[src/rtl/sd_pkg.sv]
// Shared definitions for the SD-card SPI engine: FSM states, canned
// command frames, response lengths, divider codes and small helpers.
package sd_pkg;

  typedef enum logic [2:0] {
    ST_IDLE  = 3'd0,
    ST_DUMMY = 3'd1,
    ST_CMD   = 3'd2,
    ST_POLL  = 3'd3,
    ST_RESP  = 3'd4,
    ST_TAIL  = 3'd5,
    ST_DONE  = 3'd6
  } sd_state_t;

  localparam logic [47:0] CMD0  = 48'h400000000095;
  localparam logic [47:0] CMD8  = 48'h48000001AA87;
  localparam logic [47:0] CMD55 = 48'h770000000001;
  localparam logic [47:0] CMD58 = 48'h7A0000000001;

  localparam logic [2:0] RESP_R1 = 3'd1;
  localparam logic [2:0] RESP_R3 = 3'd5;
  localparam logic [2:0] RESP_R7 = 3'd5;

  localparam logic [1:0] DIV_SLOW = 2'd3;
  localparam logic [1:0] DIV_FAST = 2'd0;

  // Mirror a frame so an LSB-first transfer can reuse the MSB-first shifter.
  function automatic logic [47:0] bit_reverse48(input logic [47:0] v);
    logic [47:0] r;
    r = 48'd0;
    for (int i = 0; i < 48; i++) begin
      r[i] = v[47-i];
    end
    return r;
  endfunction

  // Response length is 1..6 bytes; 0 means one byte, anything above 6 means six.
  function automatic logic [2:0] clamp_resp_len(input logic [2:0] len);
    logic [2:0] r;
    if (len == 3'd0) begin
      r = 3'd1;
    end else if (len > 3'd6) begin
      r = 3'd6;
    end else begin
      r = len;
    end
    return r;
  endfunction

endpackage

[src/rtl/sd_spi_clkgen.sv]
// SCK generator: half-period of 4^div system cycles while enabled, always
// starting with a low half. Strobes mark the cycle in which SCK toggles.
module sd_spi_clkgen
  import sd_pkg::*;
(
  input  logic       clk,
  input  logic       rst,
  input  logic       en,
  input  logic [1:0] div,
  output logic       sck,
  output logic       rise_tick,
  output logic       fall_tick
);

  logic [5:0] cnt_r;
  logic [5:0] half_m1_s;
  logic       sck_r;
  logic       wrap_s;

  // Terminal count of the half-period counter for the selected divider.
  always_comb begin
    half_m1_s = 6'd63;
    case (div)
      2'd0:    half_m1_s = 6'd0;
      2'd1:    half_m1_s = 6'd3;
      2'd2:    half_m1_s = 6'd15;
      default: half_m1_s = 6'd63;
    endcase
  end

  // Half-period counter and SCK register; idle parks SCK low with a fresh count.
  always_ff @(posedge clk) begin
    if (rst) begin
      cnt_r <= 6'd0;
      sck_r <= 1'b0;
    end else if (!en) begin
      cnt_r <= 6'd0;
      sck_r <= 1'b0;
    end else if (cnt_r == half_m1_s) begin
      cnt_r <= 6'd0;
      sck_r <= ~sck_r;
    end else begin
      cnt_r <= cnt_r + 6'd1;
    end
  end

  assign wrap_s    = en && (cnt_r == half_m1_s);
  assign rise_tick = wrap_s && !sck_r;
  assign fall_tick = wrap_s && sck_r;
  assign sck       = sck_r;

endmodule

[src/rtl/sd_spi_master.sv]
// SPI mode-0 command engine for an SD card: sends a 48-bit frame, polls for
// the first non-0xFF byte, captures 1..6 response bytes, then clocks a tail
// with CS high. A dummy request clocks the power-up dummy cycles instead.
module sd_spi_master
  import sd_pkg::*;
#(
  parameter int NCR_MAX    = 8,
  parameter int DUMMY_CLKS = 80,
  parameter int TAIL_CLKS  = 8
) (
  input  logic        spi_clk_i,
  input  logic        spi_rst_i,
  input  logic        spi_start_i,
  input  logic        spi_dummy_i,
  input  logic        spi_fbo_i,
  input  logic [1:0]  spi_div_i,
  input  logic [47:0] spi_cmd_i,
  input  logic [2:0]  spi_resp_len_i,
  input  logic        spi_miso_i,
  output logic        spi_sck_o,
  output logic        spi_mosi_o,
  output logic        spi_cs_n_o,
  output logic [47:0] spi_data_o,
  output logic        spi_done_o,
  output logic        spi_busy_o,
  output logic        spi_timeout_o
);

  sd_state_t   state_r, state_nxt;
  logic [1:0]  div_r;
  logic [2:0]  len_r;
  logic [46:0] shift_r;
  logic [6:0]  bit_cnt;
  logic [7:0]  poll_cnt;
  logic [2:0]  byte_cnt;
  logic [7:0]  rx_byte;
  logic [47:0] data_r;
  logic        mosi_r, cs_n_r, done_r, busy_r, timeout_r;
  logic        clk_en, rise_tick, fall_tick;
  logic        byte_end, resp_hit, poll_last, resp_last, count_last;
  logic [47:0] cmd_ord;

  sd_spi_clkgen u_clkgen (
    .clk       (spi_clk_i),
    .rst       (spi_rst_i),
    .en        (clk_en),
    .div       (div_r),
    .sck       (spi_sck_o),
    .rise_tick (rise_tick),
    .fall_tick (fall_tick)
  );

  // Next-state decode plus the shared end-of-bit/byte conditions.
  always_comb begin
    state_nxt  = state_r;
    clk_en     = (state_r == ST_DUMMY) || (state_r == ST_CMD) || (state_r == ST_POLL) ||
                 (state_r == ST_RESP)  || (state_r == ST_TAIL);
    byte_end   = fall_tick && (bit_cnt[2:0] == 3'd7);
    resp_hit   = (rx_byte != 8'hFF);
    poll_last  = (poll_cnt == 8'(NCR_MAX - 1));
    resp_last  = ((byte_cnt + 3'd1) == len_r);
    count_last = ((state_r == ST_DUMMY) && (bit_cnt == 7'(DUMMY_CLKS - 1))) ||
                 ((state_r == ST_TAIL)  && (bit_cnt == 7'(TAIL_CLKS - 1)));
    cmd_ord    = spi_fbo_i ? bit_reverse48(spi_cmd_i) : spi_cmd_i;
    case (state_r)
      ST_IDLE: begin
        if (spi_start_i) begin
          state_nxt = spi_dummy_i ? ST_DUMMY : ST_CMD;
        end else begin
          state_nxt = ST_IDLE;
        end
      end
      // Dummy clocks run straight into the tail, which is electrically identical.
      ST_DUMMY, ST_TAIL: begin
        if (fall_tick && count_last) begin
          state_nxt = (state_r == ST_DUMMY) ? ST_TAIL : ST_DONE;
        end else begin
          state_nxt = state_r;
        end
      end
      ST_CMD: begin
        if (fall_tick && (bit_cnt == 7'd47)) begin
          state_nxt = ST_POLL;
        end else begin
          state_nxt = ST_CMD;
        end
      end
      ST_POLL: begin
        if (byte_end && resp_hit) begin
          state_nxt = (len_r == 3'd1) ? ST_TAIL : ST_RESP;
        end else if (byte_end && poll_last) begin
          state_nxt = ST_TAIL;
        end else begin
          state_nxt = ST_POLL;
        end
      end
      ST_RESP: begin
        if (byte_end && resp_last) begin
          state_nxt = ST_TAIL;
        end else begin
          state_nxt = ST_RESP;
        end
      end
      ST_DONE: state_nxt = ST_IDLE;
      default: state_nxt = ST_IDLE;
    endcase
  end

  // State register.
  always_ff @(posedge spi_clk_i) begin
    if (spi_rst_i) begin
      state_r <= ST_IDLE;
    end else begin
      state_r <= state_nxt;
    end
  end

  // Datapath: command shifter, bit/byte counters, response capture and pin registers.
  always_ff @(posedge spi_clk_i) begin
    if (spi_rst_i) begin
      div_r     <= 2'd0;
      len_r     <= 3'd0;
      shift_r   <= 47'd0;
      bit_cnt   <= 7'd0;
      poll_cnt  <= 8'd0;
      byte_cnt  <= 3'd0;
      rx_byte   <= 8'd0;
      data_r    <= 48'd0;
      mosi_r    <= 1'b1;
      cs_n_r    <= 1'b1;
      done_r    <= 1'b0;
      busy_r    <= 1'b0;
      timeout_r <= 1'b0;
    end else begin
      done_r <= (state_nxt == ST_DONE);
      busy_r <= (state_nxt != ST_IDLE) && (state_nxt != ST_DONE);
      cs_n_r <= !((state_nxt == ST_CMD) || (state_nxt == ST_POLL) || (state_nxt == ST_RESP));
      case (state_r)
        ST_IDLE: begin
          if (spi_start_i) begin
            div_r     <= spi_div_i;
            len_r     <= clamp_resp_len(spi_resp_len_i);
            timeout_r <= 1'b0;
            bit_cnt   <= 7'd0;
            poll_cnt  <= 8'd0;
            byte_cnt  <= 3'd0;
            rx_byte   <= 8'd0;
            if (spi_dummy_i) begin
              data_r <= {48{1'b1}};
              mosi_r <= 1'b1;
            end else begin
              data_r  <= 48'd0;
              mosi_r  <= cmd_ord[47];
              shift_r <= cmd_ord[46:0];
            end
          end
        end
        ST_DUMMY, ST_TAIL: begin
          if (fall_tick) begin
            bit_cnt <= count_last ? 7'd0 : bit_cnt + 7'd1;
          end
        end
        ST_CMD: begin
          if (fall_tick) begin
            if (bit_cnt == 7'd47) begin
              bit_cnt <= 7'd0;
              mosi_r  <= 1'b1;
            end else begin
              bit_cnt <= bit_cnt + 7'd1;
              mosi_r  <= shift_r[46];
              shift_r <= {shift_r[45:0], 1'b0};
            end
          end
        end
        ST_POLL, ST_RESP: begin
          if (rise_tick) begin
            rx_byte <= {rx_byte[6:0], spi_miso_i};
          end
          if (fall_tick) begin
            bit_cnt <= byte_end ? 7'd0 : bit_cnt + 7'd1;
          end
          if (byte_end) begin
            if (state_r == ST_POLL) begin
              if (resp_hit) begin
                data_r   <= {40'd0, rx_byte};
                byte_cnt <= 3'd1;
              end else if (poll_last) begin
                data_r    <= {48{1'b1}};
                timeout_r <= 1'b1;
              end else begin
                poll_cnt <= poll_cnt + 8'd1;
              end
            end else begin
              data_r   <= {data_r[39:0], rx_byte};
              byte_cnt <= byte_cnt + 3'd1;
            end
          end
        end
        default: begin
        end
      endcase
    end
  end

  assign spi_mosi_o    = mosi_r;
  assign spi_cs_n_o    = cs_n_r;
  assign spi_data_o    = data_r;
  assign spi_done_o    = done_r;
  assign spi_busy_o    = busy_r;
  assign spi_timeout_o = timeout_r;

endmodule

[config.mk]
export PLATFORM = sky130hd
export DESIGN_NAME = sd_spi_master
export DESIGN_NICKNAME = d
export VERILOG_FILES = /design/src/rtl/sd_pkg.sv /design/src/rtl/sd_spi_clkgen.sv /design/src/rtl/sd_spi_master.sv
export SDC_FILE = /design/constraint.sdc
export NUM_CORES = 1
export LEC_CHECK = 0
export BUFFER_PORTS_ARGS = -buffer_cell sky130_fd_sc_hd__buf_4
export CORE_MARGIN = 5
export CORE_UTILIZATION = 53
export CTS_BUF_LIST = sky130_fd_sc_hd__clkbuf_2
export CTS_CLUSTER_SIZE = 10
export DETAILED_ROUTE_END_ITERATION = 8
export GPL_ROUTABILITY_DRIVEN = 0
export PLACE_DENSITY = 0.89
export RECOVER_POWER = 25
export SLEW_MARGIN = 40
export SYNTH_ARGS = -nofsm -noshare
export SYNTH_HDL_FRONTEND = slang
export SYNTH_SLANG_ARGS = --single-unit
[constraint.sdc]
create_clock -name spi_clk_i -period 2.3 [get_ports spi_clk_i]
set_input_delay 0.69 -clock spi_clk_i [delete_from_list [all_inputs] [get_ports spi_clk_i]]
set_output_delay 0.69 -clock spi_clk_i [all_outputs]
set_load 0.02 [all_outputs]
==> flow_summary.ini <==
[status]
status = finished, violations left
violations = negative setup slack

[critical_path]
critPathMaxStageDelay_ns = 0.39
critPathCaptureType = flop
worst-path-buf-inv = 3
cp_top_family = compound AO/OA/AOI/OAI gates
cp_slowest_cell = dfxtp_4
cp_max_fo = 7
cp_common_cell = buf_4
worstSetupPathType = flop to flop
crit_chain = buf_4, nand3b_1, buf_4, a2111oi_4, o211ai_2, buf_6, or3b_1, a21oi_1
crit_required_ns = 2.89
critPathLaunchType = flop
cp.arrival_ns = 2.90

[floorplan]
start_util = 0.5331
die_x_um = 127.5
die_h_um = 127.5
rows = 43
num_io_pins = 113
dieArea_sq_um = 16250
core_area_sq_um = 13720

[logic_synthesis]
synth_area_leaders = dfxtp_1 (39%), mux2i_1 (13%), nor2_1 (8.4%), o21ai_0 (7.9%), nand2_1 (4.0%)
synth_top_cell_by_area = dfxtp_1
synth_top_area_share = 0.3860
netlist_area_sq_um = 7313
ys_seq_elements = 141
yosys_warnings = 0
synth.avg_cell_area_sq_um = 8.081
synth_common_cells = nor2_1 (164), dfxtp_1 (141), o21ai_0 (116)
synth_nets = 969
synth-main-ff-cell = dfxtp_1
synthCells = 905
synth_edf_count = 0
ys_seq_area_frac = 0.3860
yosysUniqueCellTypes = 59
synth_most_common_cell = nor2_1
synthArstFlopShare = 0

[final_layout]
nNetsFinal = 1076
post-route-cell-area_sq_um = 8801
fillCellCount = 1165
area_growth_pct = 20.34
drive_gt1_frac = 0.2517

[sta]
fin_ws_ns = -0.005954
slew_headroom = 0.5132
finalCritPeriodShare = 1.003
fin_skew_ns = 0.03649
fmax_mhz = 433.7
drv_slew = 0
finalSetupViolations = 1
hold_viol_final = 0
fin_setup_tns_ns = -0.005954
min_period_ns = 2.306
worst_slew_pin_slew_ns = 0.7302
hold_ws_ns = 0.2616

[routing]
vias = 6858
via_per_inst = 5.687
drc = 0
wl_mm = 17.84
firstDrtPassIters = 5
drt_iter0_markers = 703
wl_per_cell_um = 14.79
ant_nets = 0

[power_and_ir_drop]
max-vdd-ir-drop_v = 0.0003708
power_frac_comb = 0.215
cellPowerDensity_nw_per_um2 = 591.3
finalPower_mw = 5.204
p_int_mw = 3.573
clkPwrFrac = 0.264
leakage_nw = 3.517
p_seq_frac = 0.521
power_switching_mw = 1.630
p_sw_frac = 0.3133

[cts]
cts_tree = built
clock-sinks = 141
clk_latency_ns = 0.68
ctsHtreeMaxLevel = 4
clk_pin_slew_ns = 0.19
clock_path_buffers = 2
cts_buffers = 17
cts_root_buf = clkbuf_2

[placement]
numPortBuffers = 112
place_area_sq_um = 8407
dp_hpwl_mm = 12.01
post-place-ws_ns = -0.003209

[global_routing]
grt_max_degree = 94
antenna_found_initial = 0
overflow = 0
grt_pass1_wl_mm = 28.57
first_global_vias = 6304
track_usage = 0.2090

[min_path]
hold_class = input pin to flop

[run]
drv_cap = 0
timing repair:
item                                    CTS  global route
endpoints found under the setup margin    5           109
hold buffers                              0             0
pin swaps                                 1            16
setup buffers                             0             8
resized for setup                         1            31
gates cloned                              0             1
path summary, 6_finish.rpt:
| path | slack (ns) | cells past startpoint | from | to |
|---|---|---|---|---|
| max reg2reg | -0.006 | 8 | state_r[2] | poll_cnt[1] |
| max | -0.006 | 8 | state_r[2] | poll_cnt[1] |
| min reg2reg | 0.47 | 2 | spi_data_o[44] | spi_data_o[44] |
| min | 0.26 | 3 | spi_div_i[1] | div_r[1] |
registers in the layout (all words and copies together) (netlist names):
register        count
spi_busy_o          1
u_clkgen.sck        1
u_clkgen.cnt_r      6
spi_done_o          1
spi_mosi_o          1
spi_cs_n_o          1
rx_byte             8
div_r               2
state_r             3
len_r               3
shift_r            47
poll_cnt            8
byte_cnt            3
bit_cnt             7
spi_timeout_o       1
spi_data_o         48
layout make-up:
cell class              instances  area, sq um  area share
repair buffers                158         1254      0.1425
inverters                       7        26.28    0.002985
flip-flops and latches        141         2843      0.3230
multi-input cells             687         4228      0.4804
clock buffers                  20        100.1     0.01137
clock inverters                12        122.6     0.01393
diodes                          1        2.502   0.0002843
well taps                     180        225.2     0.02559
cell usage in the layout, fill, tap and decap left out, types with 7 or more instances in the layout:
cell / Yosys / routed
nor2_1: 164 / 163
buf_4: 1 / 150
dfxtp_1: 141 / 129
o21ai_0: 116 / 116
mux2i_1: 95 / 95
nand2_1: 78 / 78
nand3_1: 36 / 36
a21oi_1: 28 / 25
nand3_2: 20 / 20
o21ai_1: 20 / 20
clkbuf_2: 0 / 20
nor3_1: 18 / 15
a211oi_2: 11 / 10
dfxtp_2: 0 / 10
xor2_1: 9 / 9
or4_1: 8 / 7
layer usage:
metal,share of wire,global-route usage,vias to the layer above,wire (um)
met4,0.033,0.08959,0,590
met1,0.42,0.2589,3203,7479
li1,-,-,3396,-
met5,0,0,-,0
met3,0.048,0.04808,59,855
met2,0.50,0.3484,200,8913
per-stage QoR:
stage | std cells | utilization
final | 1206 | 0.6415
after global routing | 1205 | 0.6413
after global placement | 1164 | 0.6128
after floorplan | 905 | -
after CTS | 1196 | 0.6291
after detailed placement | 1164 | 0.6128
worst register-to-register path: stages (launching register included):
cell and delay [ns]:
dfxtp_4 0.39, buf_4 0.14, nand3b_1 0.24, buf_4 0.20
a2111oi_4 0.31, o211ai_2 0.23, buf_6 0.20, or3b_1 0.34
a21oi_1 0.17
cell families after synthesis:
family / Yosys count / synth area share
buf+inv: 77 / 0.04790
fa+ha+maj: 5 / 0.008554
compound gates: 213 / 0.1790
flops: 141 / 0.3860
simple gates: 360 / 0.2318
mux: 95 / 0.1300
xor+xnor: 14 / 0.01677
power by group through the flow:
stage,Sequential (mW),Clock (mW),Combinational (mW)
floorplan,2.84,0,0.615
global placement,2.76,0,1.05
detailed placement,2.76,0,1.09
CTS,2.71,1.41,1.09
global route,2.73,1.53,1.22
finish,2.71,1.37,1.12
Note: power is estimated with default switching activity, not from simulation.
